## config.mk

```make
export PLATFORM = sky130hd
export DESIGN_NAME = mfsk_demod_param
export DESIGN_NICKNAME = d
export VERILOG_FILES = /design/src/rtl/mfsk_demod_param.sv
export SDC_FILE = /design/constraint.sdc
export NUM_CORES = 1
export LEC_CHECK = 0
export BUFFER_PORTS_ARGS = -buffer_cell sky130_fd_sc_hd__buf_2
export CELL_PAD_IN_SITES_DETAIL_PLACEMENT = 0
export CELL_PAD_IN_SITES_GLOBAL_PLACEMENT = 1
export CORE_MARGIN = 4
export CORE_UTILIZATION = 40
export CTS_CLUSTER_DIAMETER = 40
export DETAILED_ROUTE_END_ITERATION = 10
export HOLD_SLACK_MARGIN = 0.1
export PLACE_DENSITY_LB_ADDON = 0.12
export SLEW_MARGIN = 20
export SYNTH_ARGS = -nofsm -noshare
export SYNTH_HDL_FRONTEND = slang
export SYNTH_SLANG_ARGS = --single-unit
```

## constraint.sdc

```tcl
create_clock -name clk -period 1.8 [get_ports clk]
set_input_delay 0.18 -clock clk [delete_from_list [all_inputs] [get_ports clk]]
set_output_delay 0.18 -clock clk [all_outputs]
set_load 0.1 [all_outputs]
```

## src/rtl/mfsk_demod_param.sv

```systemverilog
// M-ary symbol demodulator for a 1-bit hard-limited baseband input.
// FSK mode thresholds per-symbol edge counts; PWM mode counts mid-slot samples.
module mfsk_demod_param #(
    parameter int SPS   = 128,
    parameter int BITS  = 2,
    parameter int CNT_W = 8,
    parameter logic [((2**BITS)-1)*CNT_W-1:0] THRESH = {8'd24, 8'd12, 8'd6},
    parameter int TOL   = 2
) (
    input  logic            clk,
    input  logic            reset,
    input  logic            din,
    input  logic            sym_tick,
    input  logic            mode,
    output logic [BITS-1:0] dout,
    output logic            dout_valid,
    output logic            len_err
);

    localparam int NS = (2**BITS) - 1;
    localparam logic [CNT_W-1:0] CMAX   = '1;
    localparam logic [CNT_W-1:0] LEN_LO = CNT_W'(SPS - TOL);
    localparam logic [CNT_W-1:0] LEN_HI = CNT_W'(SPS + TOL);

    logic             s1_q, s1_d;
    logic             s2_q, s2_d;
    logic             s3_q, s3_d;
    logic [CNT_W-1:0] pos_q, pos_d;
    logic [CNT_W-1:0] tcnt_q, tcnt_d;
    logic [NS-1:0]    samp_q, samp_d;
    logic             mode_q, mode_d;
    logic             armed_q, armed_d;
    logic [BITS-1:0]  dout_q, dout_d;
    logic             dout_valid_q, dout_valid_d;
    logic             len_err_q, len_err_d;

    logic             tedge;
    logic [BITS-1:0]  fsk_sym;
    logic [BITS-1:0]  pwm_sym;
    logic [BITS-1:0]  sym;
    logic [CNT_W-1:0] len;
    logic             bad_len;
    logic             fire;

    always_comb begin
        s1_d    = din;
        s2_d    = s1_q;
        s3_d    = s2_q;
        tedge   = s2_q ^ s3_q;
        pos_d   = pos_q;
        tcnt_d  = tcnt_q;
        samp_d  = samp_q;
        mode_d  = mode_q;
        armed_d = armed_q;

        // An edge seen in the tick cycle is the first one of the new symbol.
        if (sym_tick) begin
            pos_d   = '0;
            tcnt_d  = CNT_W'(tedge);
            samp_d  = '0;
            mode_d  = mode;
            armed_d = 1'b1;
        end else begin
            if (pos_q != CMAX) begin
                pos_d = pos_q + CNT_W'(1);
            end
            if (tcnt_q != CMAX) begin
                tcnt_d = tcnt_q + CNT_W'(tedge);
            end
            for (int j = 0; j < NS; j++) begin
                if (pos_q == CNT_W'((2 * j + 1) * SPS / (2**(BITS + 1)))) begin
                    samp_d[j] = s2_q;
                end
            end
        end
    end

    always_comb begin
        fsk_sym = '0;
        pwm_sym = '0;
        for (int j = 0; j < NS; j++) begin
            if (tcnt_q >= THRESH[j*CNT_W +: CNT_W]) begin
                fsk_sym = fsk_sym + BITS'(1);
            end
            pwm_sym = pwm_sym + BITS'(samp_q[j]);
        end
        sym     = mode_q ? pwm_sym : fsk_sym;
        len     = (pos_q == CMAX) ? CMAX : pos_q + CNT_W'(1);
        bad_len = (len < LEN_LO) || (len > LEN_HI);

        fire         = sym_tick & armed_q;
        dout_d       = fire ? sym : dout_q;
        dout_valid_d = fire;
        len_err_d    = fire & bad_len;
    end

    always_ff @(posedge clk) begin
        if (reset) begin
            s1_q         <= 1'b0;
            s2_q         <= 1'b0;
            s3_q         <= 1'b0;
            pos_q        <= '0;
            tcnt_q       <= '0;
            samp_q       <= '0;
            mode_q       <= 1'b0;
            armed_q      <= 1'b0;
            dout_q       <= '0;
            dout_valid_q <= 1'b0;
            len_err_q    <= 1'b0;
        end else begin
            s1_q         <= s1_d;
            s2_q         <= s2_d;
            s3_q         <= s3_d;
            pos_q        <= pos_d;
            tcnt_q       <= tcnt_d;
            samp_q       <= samp_d;
            mode_q       <= mode_d;
            armed_q      <= armed_d;
            dout_q       <= dout_d;
            dout_valid_q <= dout_valid_d;
            len_err_q    <= len_err_d;
        end
    end

    assign dout       = dout_q;
    assign dout_valid = dout_valid_q;
    assign len_err    = len_err_q;

endmodule

```

# After elaboration in Yosys (flattened, before gate mapping)
# Cells that the tools add are included.
totals:
  register_bits: 28
  inputBits: 5
  output_inout_bits: 4
  word_cells: 44
classes:
  n_addsub: 6
  magnitude_cmp: 5
  eq_ne: 6
  muxes: 7
  bitwise: 3
  n_reduce_logical: 3
ops:
  columns: ["op", "count"]
  rows:
  - ["!= test 8 bit (second input constant)", 2]
  - ["adder 8 x 1 -> 8 bit", 1]
  - ["adder 8 x 1 -> 8 bit (second input constant)", 1]
  - ["== test 8 x 5 -> 1 bit (second input constant)", 1]
  - ["== test 8 x 6 -> 1 bit (second input constant)", 1]
  - ["== test 8 x 7 -> 1 bit (second input constant)", 1]
  - ["== test 8 bit (second input constant)", 1]
  - [">= comparator 8 x 3 -> 1 bit (second input constant)", 1]
  - [">= comparator 8 x 4 -> 1 bit (second input constant)", 1]
  - [">= comparator 8 x 5 -> 1 bit (second input constant)", 1]
  - ["greater-than comparator 8 bit (second input constant)", 1]
  - ["< comparator 8 x 7 -> 1 bit (second input constant)", 1]
  - ["2-to-1 mux 8 bit", 1]
  - ["2-to-1 mux 2 bit", 3]
  - ["adder 2 x 1 -> 2 bit (second input constant)", 2]
  - ["2-to-1 mux 1 bit", 3]
  - ["adder 1 x 1 -> 2 bit", 1]
  - ["adder 2 x 1 -> 2 bit", 1]
  - ["bitwise AND 1 bit", 2]
  - ["nonzero test 2 bit", 1]
  - ["OR reduction 2 bit", 1]
  - ["logical OR 1 bit", 1]
  - ["bitwise XOR 1 bit", 1]

# Logic depth before layout (Yosys ltp)
# Gate-level depths: netlist (run 1).
logic_depth:
  word_depth: 7
  mapped_depth: 8
  depth_no_buf: 8

# Worst setup path before layout (run 1)
# No wires, ideal clock.
synth_path:
  path_type: "reg2reg"
  startpoint: "reg tcnt_q[5]"
  endpoint: "reg dout_q[0] (netlist: dout[0])"
  setup_ns: 0.131
  arrival_ns: 1.716
  required_time_ns: 1.669
  path_slack_ns: -0.047
  stages_incl_launch_ff: 8
  path_buffers: 0
  period_less_slack_ns: 1.847
  path_cell_list: "dfxtp_1 -> or3_1 -> nor4_1 -> ha_1 -> xor2_1 -> nor2_1 -> a211oi_1 -> nor3_1"
synth_between:
  elab_chain_cells: 7
  elab_cells_between_ends: 9
  classes_between: "add/sub (2); order compare (3); mux (4)"
synth_lines:
  columns: ["element", "line", "source"]
  rows:
  - ["start: declaration", "29", "logic [CNT_W-1:0] tcnt_q, tcnt_d;"]
  - ["start signal: assignment", "115", "tcnt_q <= tcnt_d;"]
  - [">= comparator 8 x 3 -> 1 bit", "82", "if (tcnt_q >= THRESH[j*CNT_W +: CNT_W]) begin"]
  - ["2-to-1 mux 1 bit", "82", null]
  - ["adder 2 x 1 -> 2 bit", "83", "fsk_sym = fsk_sym + BITS'(1);"]
  - ["2-to-1 mux 2 bit", "82", null]
  - ["adder 2 x 1 -> 2 bit", "83", null]
  - ["2-to-1 mux 2 bit (*)", "82", null]
  - ["2-to-1 mux 2 bit (*)", "87", "sym = mode_q ? pwm_sym : fsk_sym;"]
  - ["end signal: assignment", "119", "dout_q <= dout_d;"]
  - ["end: declaration", "33", "logic [BITS-1:0] dout_q, dout_d;"]
# Every way passes the cells marked *; elsewhere a longest branch is shown, timed or not.
# A chain may end at the register's enable or synchronous reset.

# Final worst setup path (run 1)
# Ends and elaborated chain as after synthesis.

==> flow_metrics.tcl, run 1 <==
set metrics [dict create \
    critical_path_arrival_ns 2.08 \
    synth_cells 169 \
    numCtsBuffers 3 \
    dp_hpwl_microns 2099 \
    dp_slack_ns -0.04890 \
    syn_area_sq_um 1428 \
    synth_most_common_cell "dfxtp_1" \
    cts_max_level 1 \
    antenna_found_initial 0 \
    max-clock-path-buffers 2 \
    setup_violations 1 \
    initial_core_util 0.4212 \
    violations "setup timing" \
    grt_use_total 0.1362 \
    synth_edf_count 0 \
    die_w_microns 67.74 \
    cts_tree "built" \
    area_delta_synth_final_pct 13.67 \
    fin_util 0.4788 \
    clk_latency_ns 0.32 \
    ios 9 \
    layout.nets 196 \
    die_height_microns 67.74 \
    synth_area_leaders "dfxtp_1, a21oi_1, nor2_1" \
    io_buffers 8 \
    vdd_drop_max_mv 0.4199 \
    grt_pass1_vias 1067 \
    power_switching_mw 0.2350 \
    die_area_sq_um 4589 \
    powerDensity_nw_per_um2 600.6 \
    period_share 1.018 \
    finalMaxSlewViolations 0 \
    synth_cell_types 37 \
    critPathCaptureType "flop" \
    yosysWarnings 0 \
    layout-drive-gt1-share 0.1758 \
    wire_per_inst_microns 12.25 \
    yosys_most_used_dff "dfxtp_1" \
    grt_pass1_wl_microns 4767 \
    drt-initial-drc-count 59 \
    internal-power_mw 0.7397 \
    synth_top_area_frac 0.3926 \
    cp-start-kind "flop" \
    synthTopCellsByCount "dfxtp_1, nor2_1, a21oi_1, inv_1" \
    critPathRequiredTime_ns 2.04 \
    min-delay-path-class "in -> reg" \
    ys_seq_area_frac 0.3926 \
    holdWs_ns 0.1044 \
    critPathMaxFanout 2 \
    cts_root_buf "clkbuf_4" \
    cts.sinks 28 \
    place_area_sq_um 1562 \
    fin_crit_ns 1.832 \
    gp_congestion 0.8562 \
    post_drt_via_cell_ratio 5.202 \
    tightest_slew_ns 0.4865 \
    seqPwrFrac 0.659 \
    clk_pin_slew_worst_paths_ns 0.14 \
    fp-row-count 21 \
    power_leakage_nw 0.6433 \
    synth_largest_area_cell "dfxtp_1" \
    fmax_ghz 0.5460 \
    vias 1186 \
    globalRouteOverflowTotal 0 \
    async_flop_share 0 \
    antennaDiodeCount 0 \
    cap_violations 0 \
    syn_nets 181 \
    core_area_sq_um 3390 \
    rsz0062_at_grt "yes" \
    ys_seq_elements 28 \
    cp_slowest_stage_delay_ns 0.40 \
    grt_max_degree 19 \
    drt_wl_total_microns 2794 \
    ant_nets 0 \
    clock_skew_ns 0.005816 \
    first_pass_iters 4 \
    status "finished, violations left" \
    p_clk_frac 0.253 \
    critPathKind "reg -> reg" \
    worst_slack_ns -0.03160 \
    path_cells "or3_4, a211o_1, inv_1, ha_1, xor2_1, nor2_1, a211oi_2, nor3_1" \
    comb_power_share 0.088 \
    hold_violations 0 \
    avgSynthCellArea_sq_um 8.447 \
    relSlewSlack 0.6779 \
    fin_area_sq_um 1623 \
    total_power_mw 0.9747 \
    drc 0 \
    netSwitchingFraction 0.2411 \
    crit_path_top_delay_cell "or3_4" \
]
## worst paths after layout
check            start  depth (start not counted)  slack [ns]       to
min reg2reg       s1_q                          1        0.45     s2_q
min               mode                          3        0.10   mode_q
max          tcnt_q[5]                          8       -0.03  dout[0]
max reg2reg  tcnt_q[5]                          8       -0.03  dout[0]
## final cells by class
class | instances | area (sq um)
Timing Repair Buffer | 20 | 132.6
Fill cell | 335 | 1767
Tap cell | 46 | 57.56
Inverter | 12 | 45.04
Sequential cell | 28 | 563.0
Multi-Input combinational cell | 119 | 802.0
Clock buffer | 3 | 22.52
## power groups by stage
stage                     Sequential, mW  Combinational [mW]  Clock (mW)
after global placement             0.654              0.0825           0
after floorplan                    0.679              0.0393           0
after CTS                          0.641              0.0857       0.260
final                              0.642              0.0862       0.246
after global routing               0.645              0.0953       0.287
after detailed placement           0.655              0.0834           0
## registers in the layout, summed over array words and instances, names as in the netlist
signal,count
armed_q,1
dout,2
dout_valid,1
len_err,1
mode_q,1
pos_q,8
s1_q,1
s2_q,1
s3_q,1
samp_q,3
tcnt_q,8
## critical path: cells and delay by family (launching register included)
family	cells	cell delay, ns
AO/OA/AOI/OAI	2	0.29
adder cells (fa/ha/maj)	1	0.22
AND/OR/NAND/NOR	3	0.68
buffers and inverters	1	0.06
XOR/XNOR	1	0.16
flip-flops	1	0.34
## through the flow
| stage | instances | setup TNS (ns) |
|---|---|---|
| 3_3_place_gp | 224 | -0.001641 |
| 2_1_floorplan | 169 | 0 |
| 6_report | 228 | -0.03160 |
| 3_5_place_dp | 224 | -0.04890 |
| 4_1_cts | 228 | -0.03729 |
| 5_1_grt | 228 | -0.2937 |
## routing by layer
| metal | track usage | wire (microns) | vias to the layer above |
|---|---|---|---|
| met1 | 0.1863 | 1418 | 558 |
| met4 | 0.02278 | 15 | 0 |
| li1 | - | - | 610 |
| met2 | 0.2139 | 1270 | 16 |
| met5 | 0 | 0 | - |
| met3 | 0.03993 | 90 | 2 |
## cell families (layout without fill, tap and decap cells)
group | Yosys count | in the layout | share of synthesized area
AO/OA/AOI/OAI | 33 | 33 | 0.1446
XOR/XNOR | 11 | 11 | 0.06748
adder cells (fa/ha/maj) | 7 | 7 | 0.06661
buffers and inverters | 22 | 35 | 0.06836
flip-flops | 28 | 28 | 0.3926
multiplexers | 5 | 5 | 0.03506
AND/OR/NAND/NOR | 63 | 63 | 0.2252
## placed cells by master, fill, tap and decap left out, types with 2 or more instances in the layout
cell and count:
dfxtp_1 26, nor2_1 22, a21oi_1 17, inv_1 12
buf_4 11, nand2_1 8, buf_2 8, xnor2_1 6
ha_1 6, nand3_1 5, mux2i_1 5, nand4_1 4
xor2_1 4, nor3_1 4, and2_1 3, nor2b_1 3
a31oi_1 3, clkbuf_4 3, or2_2 2, nand2b_1 2
and3_1 2, o31ai_1 2, o21ai_0 2, o22ai_1 2
dfxtp_2 2
## repair_timing
action,in CTS,in global routing
hold endpoints to repair,1,0
hold buffers,1,0
gates resized for setup,0,6
endpoints found under the setup margin,2,4
buffers inserted,0,0
pin swaps,2,1
Power figures use the tool's default switching activity.
==> run 2, diff against run 1 <==
--- a/config.mk
+++ b/config.mk
@@ -9,7 +9,7 @@
 export CELL_PAD_IN_SITES_DETAIL_PLACEMENT = 0
 export CELL_PAD_IN_SITES_GLOBAL_PLACEMENT = 1
 export CORE_MARGIN = 4
-export CORE_UTILIZATION = 40
+export CORE_UTILIZATION = 44
 export CTS_CLUSTER_DIAMETER = 40
 export DETAILED_ROUTE_END_ITERATION = 10
 export HOLD_SLACK_MARGIN = 0.1
==> constraint.sdc (replaced) <==
create_clock -name clk -period 2 [get_ports clk]
set_input_delay 0.2 -clock clk [delete_from_list [all_inputs] [get_ports clk]]
set_output_delay 0.2 -clock clk [all_outputs]
set_load 0.1 [all_outputs]
==> flow_metrics.tcl, run 2 (synthesis gave the netlist of run 1 again) <==
set metrics [dict create \
    first_pass_iters 4 \
    antennaDiodeCount 0 \
    crit_path_start "tcnt_q[7]" \
    cts_root_buf "clkbuf_4" \
    critPathCaptureType "flop" \
    vdd_drop_max_mv 0.3821 \
    critPathMaxFanout 4 \
    final_common_cell "dfxtp_1" \
    vias 1154 \
    rr_endpoint "dout[0]" \
    comb_power_share 0.071 \
    fmax_ghz 0.5360 \
    cap_violations 0 \
    reg_top3 "pos_q: 8 flops, tcnt_q: 8 flops, samp_q: 3 flops" \
    power_switching_mw 0.2272 \
    layout-drive-gt1-share 0.1186 \
    fp-row-count 20 \
    hold_violations 0 \
    power_leakage_nw 0.6254 \
    clk_latency_ns 0.33 \
    wire_per_inst_microns 12.20 \
    finalMaxSlewViolations 0 \
    clock_skew_ns 0.005096 \
    ant_nets 0 \
    layout_common_cells "dfxtp_1, nor2_1, a21oi_1" \
    cp_slowest_stage_delay_ns 0.38 \
    die_w_microns 64.96 \
    rsz0062_at_grt "no" \
    critPathKind "reg -> reg" \
    period_share 0.9328 \
    tightest_slew_ns 0.4795 \
    max-clock-path-buffers 2 \
    critPathCapture "dout[0]" \
    grt_max_degree 19 \
    min-delay-path-class "in -> reg" \
    initial_core_util 0.4638 \
    grt_pass1_vias 1073 \
    reg2reg_from "tcnt_q[7]" \
    critical_path_arrival_ns 2.13 \
    fillers 313 \
    core_area_sq_um 3078 \
    cts_max_level 1 \
    status "completed" \
    ff2ff_path_depth 8 \
    fin_crit_ns 1.866 \
    dp_hpwl_microns 1960 \
    grt_pass1_wl_microns 4774 \
    path_cells "or3_1, a211o_1, inv_1, ha_1, xor2_1, nor2_1, a211oi_1, nor3_1" \
    internal-power_mw 0.7956 \
    die_height_microns 64.96 \
    p_clk_frac 0.363 \
    ios 9 \
    relSlewSlack 0.6797 \
    clk_pin_slew_worst_paths_ns 0.15 \
    cts_tree "built" \
    crit_path_top_delay_cell "dfxtp_1" \
    ff2ff_setup_slack_ns 0.13 \
    cts.sinks 28 \
    finalSetupTns_ns 0 \
    antenna_found_initial 0 \
    cp-start-kind "flop" \
    critPathRequiredTime_ns 2.26 \
    drt_wl_total_microns 2697 \
    setup_violations 0 \
    numCtsBuffers 3 \
    die_area_sq_um 4220 \
    netSwitchingFraction 0.2221 \
    seqPwrFrac 0.566 \
    post_cts_buffers 0 \
    area_delta_synth_final_pct 11.22 \
    grt_use_total 0.1415 \
    io_buffers 8 \
    post_drt_via_cell_ratio 5.222 \
    holdWs_ns 0.1439 \
    layout.nets 190 \
    powerDensity_nw_per_um2 644.2 \
    globalRouteOverflowTotal 0 \
    gp_congestion 0.7890 \
    drc 0 \
    drt-initial-drc-count 32 \
]
[run 2: cell count changes in the layout (fill, tap and decap cells not counted)]
cell,change
a211oi_1,+1
a211oi_2,-1
buf_4,-7
bufinv_16,+1
dfxtp_1,+2
dfxtp_2,-2
dlygate4sd3_1,+1
or3_1,+1
or3_4,-1
xor2_1,+1
xor2_2,-1
[run 2: critical path: cells and delay by family, from the launching register on]
family	cells	cell delay (ns)
AOI/OAI and AO/OA	2	0.31
DFF	1	0.38
xor gates and xnor gates	1	0.16
buffers and inverters	1	0.06
adders and majority gates	1	0.22
and+or+nand+nor	3	0.67
[run 2: final cells by class]
cell class,instances,area (sq um),share of cell area
clock inverters,1,30.03,0.01891
flip-flops and latches,28,560.5,0.3530
well taps,44,55.05,0.03467
clock buffers,3,22.52,0.01418
inverters,12,45.04,0.02837
repair buffers,14,90.09,0.05674
multi-input cells,119,784.5,0.4941
[run 2: worst min-delay path by stage]
stage	slack (ns)	startpoint	cells past startpoint	end
after global placement	0.41	din	2	s1_q
after floorplan	0.33	din	1	s1_q
after global routing	0.13	reset	2	s3_q
final	0.14	reset	2	s1_q
after detailed placement	0.42	din	2	s1_q
after CTS	0.12	reset	2	s2_q
[run 2: through the flow]
stage                     instance area, sq um  instances  power [mW]    util  worst slack [ns]
after global routing                      1588        221       1.069  0.5159         0.0007514
after floorplan                           1428        169      0.6460       -            0.1531
after global placement                    1500        215      0.6604  0.4874            0.1257
final                                     1588        221       1.023  0.5159            0.1345
after detailed placement                  1500        215      0.6614  0.4874           0.08319
after CTS                                 1573        221       1.039  0.5110           0.04763
[run 2: power groups by stage]
stage	Clock (mW)	Sequential (mW)	Combinational (mW)
final	0.371	0.579	0.0727
after global routing	0.407	0.581	0.0804
after CTS	0.387	0.579	0.0733
after detailed placement	0	0.591	0.0701
after global placement	0	0.591	0.0693
after floorplan	0	0.611	0.0353
[run 2: what timing repair did]
item                                    in CTS  in global routing
endpoints found under the hold margin        2                  0
endpoints found under the setup margin       0                  2
gates resized for setup                      0                  2
hold buffers                                 2                  0
[run 2: metal layers]
layer / global-route usage / routed length, microns
met5: 0 / 0
met3: 0.02600 / 89
met1: 0.2015 / 1380
met4: 0.03958 / 23
met2: 0.2171 / 1203
==> run 3, diff against run 2 <==
--- a/config.mk
+++ b/config.mk
@@ -14,6 +14,7 @@
 export DETAILED_ROUTE_END_ITERATION = 10
 export HOLD_SLACK_MARGIN = 0.1
 export PLACE_DENSITY_LB_ADDON = 0.12
+export RECOVER_POWER = 50
 export SLEW_MARGIN = 20
 export SYNTH_ARGS = -nofsm -noshare
 export SYNTH_HDL_FRONTEND = slang
==> flow_metrics.tcl, run 3 (synthesis gave the netlist of run 1 again) <==
set metrics [dict create \
    status "completed" \
    clock_skew_ns 0.005097 \
    cp_num_buf_inv 1 \
    drc 0 \
    path_depth 8 \
    critPathCaptureType "flop" \
    cts_root_buf "clkbuf_4" \
    fp-row-count 20 \
    drt_wl_total_microns 2691 \
    critPathTopFamily "simple AND/OR/NAND/NOR gates" \
    numCtsBuffers 3 \
    grt_use_total 0.1415 \
    antenna_found_initial 0 \
    path_cells "or3_1, a211o_1, inv_1, ha_1, xor2_1, nor2_1, a211oi_1, nor3_1" \
    total_power_mw 1.022 \
    multi_input_area_sq_um 784.5 \
    max-clock-path-buffers 2 \
    ant_nets 0 \
    vdd_drop_max_mv 0.3816 \
    fmax_ghz 0.5362 \
    cts.sinks 28 \
    period_share 0.9325 \
    wl_met3_microns 89 \
    final_common_cell "dfxtp_1" \
    critPathKind "reg -> reg" \
    cts_max_level 1 \
    gp_congestion 0.7890 \
    rsz0062_at_grt "no" \
    drt-initial-drc-count 32 \
    die_height_microns 64.96 \
    post_drt_via_cell_ratio 5.213 \
    m1WireLength_microns 1371 \
    fillers 314 \
    layout_common_cells "dfxtp_1, nor2_1, a21oi_1" \
    grt_max_degree 19 \
    layout-drive-gt1-share 0.1073 \
    clk_latency_ns 0.33 \
    fin_crit_ns 1.865 \
    critPathMaxFanout 4 \
    hold_violations 0 \
    core_area_sq_um 3078 \
    vias 1152 \
    holdPathStages 2 \
    powerDensity_nw_per_um2 644.4 \
    crit_path_top_delay_cell "dfxtp_1" \
    cts_tree "built" \
    die_w_microns 64.96 \
    cap_violations 0 \
    finalMaxSlewViolations 0 \
    reg_top3 "pos_q: 8 flops, tcnt_q: 8 flops, samp_q: 3 flops" \
    setup_violations 0 \
    antennaDiodeCount 0 \
    power_leakage_nw 0.6155 \
    min-delay-path-class "in -> reg" \
    critPathRequiredTime_ns 2.26 \
    die_area_sq_um 4220 \
    ios 9 \
    globalRouteOverflowTotal 0 \
    seqCellArea_sq_um 560.5 \
    relSlewSlack 0.2267 \
    first_pass_iters 4 \
    grt_pass1_vias 1073 \
    dp_hpwl_microns 1960 \
    clk_pin_slew_worst_paths_ns 0.15 \
    cp_slowest_stage_delay_ns 0.38 \
    initial_core_util 0.4638 \
    highest_layer "met4" \
    area_delta_synth_final_pct 11.04 \
    ff2ff_setup_slack_ns 0.14 \
    critical_path_arrival_ns 2.13 \
    layout.nets 190 \
    wire_per_inst_microns 12.18 \
    finalSetupTns_ns 0 \
    grt_pass1_wl_microns 4774 \
    io_buffers 8 \
    wl_met2_microns 1207 \
    post_cts_buffers 0 \
    ff2ff_path_depth 8 \
    tightest_slew_ns 1.165 \
    cp-start-kind "flop" \
]
==> run 3: metal layers <==
| layer | GRT usage | up-vias |
|---|---|---|
| li1 | - | 595 |
| met1 | 0.2015 | 536 |
| met2 | 0.2171 | 17 |
| met3 | 0.02600 | 4 |
| met4 | 0.03958 | 0 |
| met5 | 0 | - |
==> run 3: per-stage QoR <==
stage / util / setup slack [ns] / hold WS, ns / cell area (sq um) / instances
final: 0.5150 / 0.1351 / 0.1333 / 1585 / 221
after global routing: 0.5150 / 0.0007514 / 0.1317 / 1585 / 221
after CTS: 0.5110 / 0.04763 / 0.1227 / 1573 / 221
after detailed placement: 0.4874 / 0.08319 / 0.4198 / 1500 / 215
after global placement: 0.4874 / 0.1257 / 0.4146 / 1500 / 215
after floorplan: - / 0.1531 / 0.3282 / 1428 / 169
==> run 3: worst register-to-register path, stage by stage, from the launching register on <==
cell and delay, ns:
dfxtp_1 0.38, or3_1 0.38, a211o_1 0.27, inv_1 0.06, ha_1 0.22, xor2_1 0.16, nor2_1 0.11, a211oi_1 0.05
nor3_1 0.18
==> run 3: where the power goes <==
| group | leakage [nW] | internal (mW) | total, mW | switching (mW) |
|---|---|---|---|---|
| Sequential | 0.227 | 0.570 | 0.579 | 0.00930 |
| Clock | 0.0279 | 0.203 | 0.370 | 0.168 |
| Combinational | 0.360 | 0.0225 | 0.0720 | 0.0495 |
==> run 3: path summary, 6_finish.rpt <==
check             from  endpoint
max          tcnt_q[7]   dout[0]
min              reset      s1_q
max reg2reg  tcnt_q[7]   dout[0]
min reg2reg       s1_q      s2_q
==> run 3: cell type report <==
type / instances / share of cell area
timing repair buffer: 14 / 0.05525
sequential: 28 / 0.3536
multi-input combinational: 119 / 0.4949
inverter: 12 / 0.02841
tap: 44 / 0.03473
clock inverter: 1 / 0.01894
clock buffer: 3 / 0.01421
==> run 3: what timing repair did <==
action,4_1_cts,5_1_grt
hold buffers,2,0
endpoints found under the setup margin,0,2
endpoints found under the hold margin,2,0
resized for setup,0,2
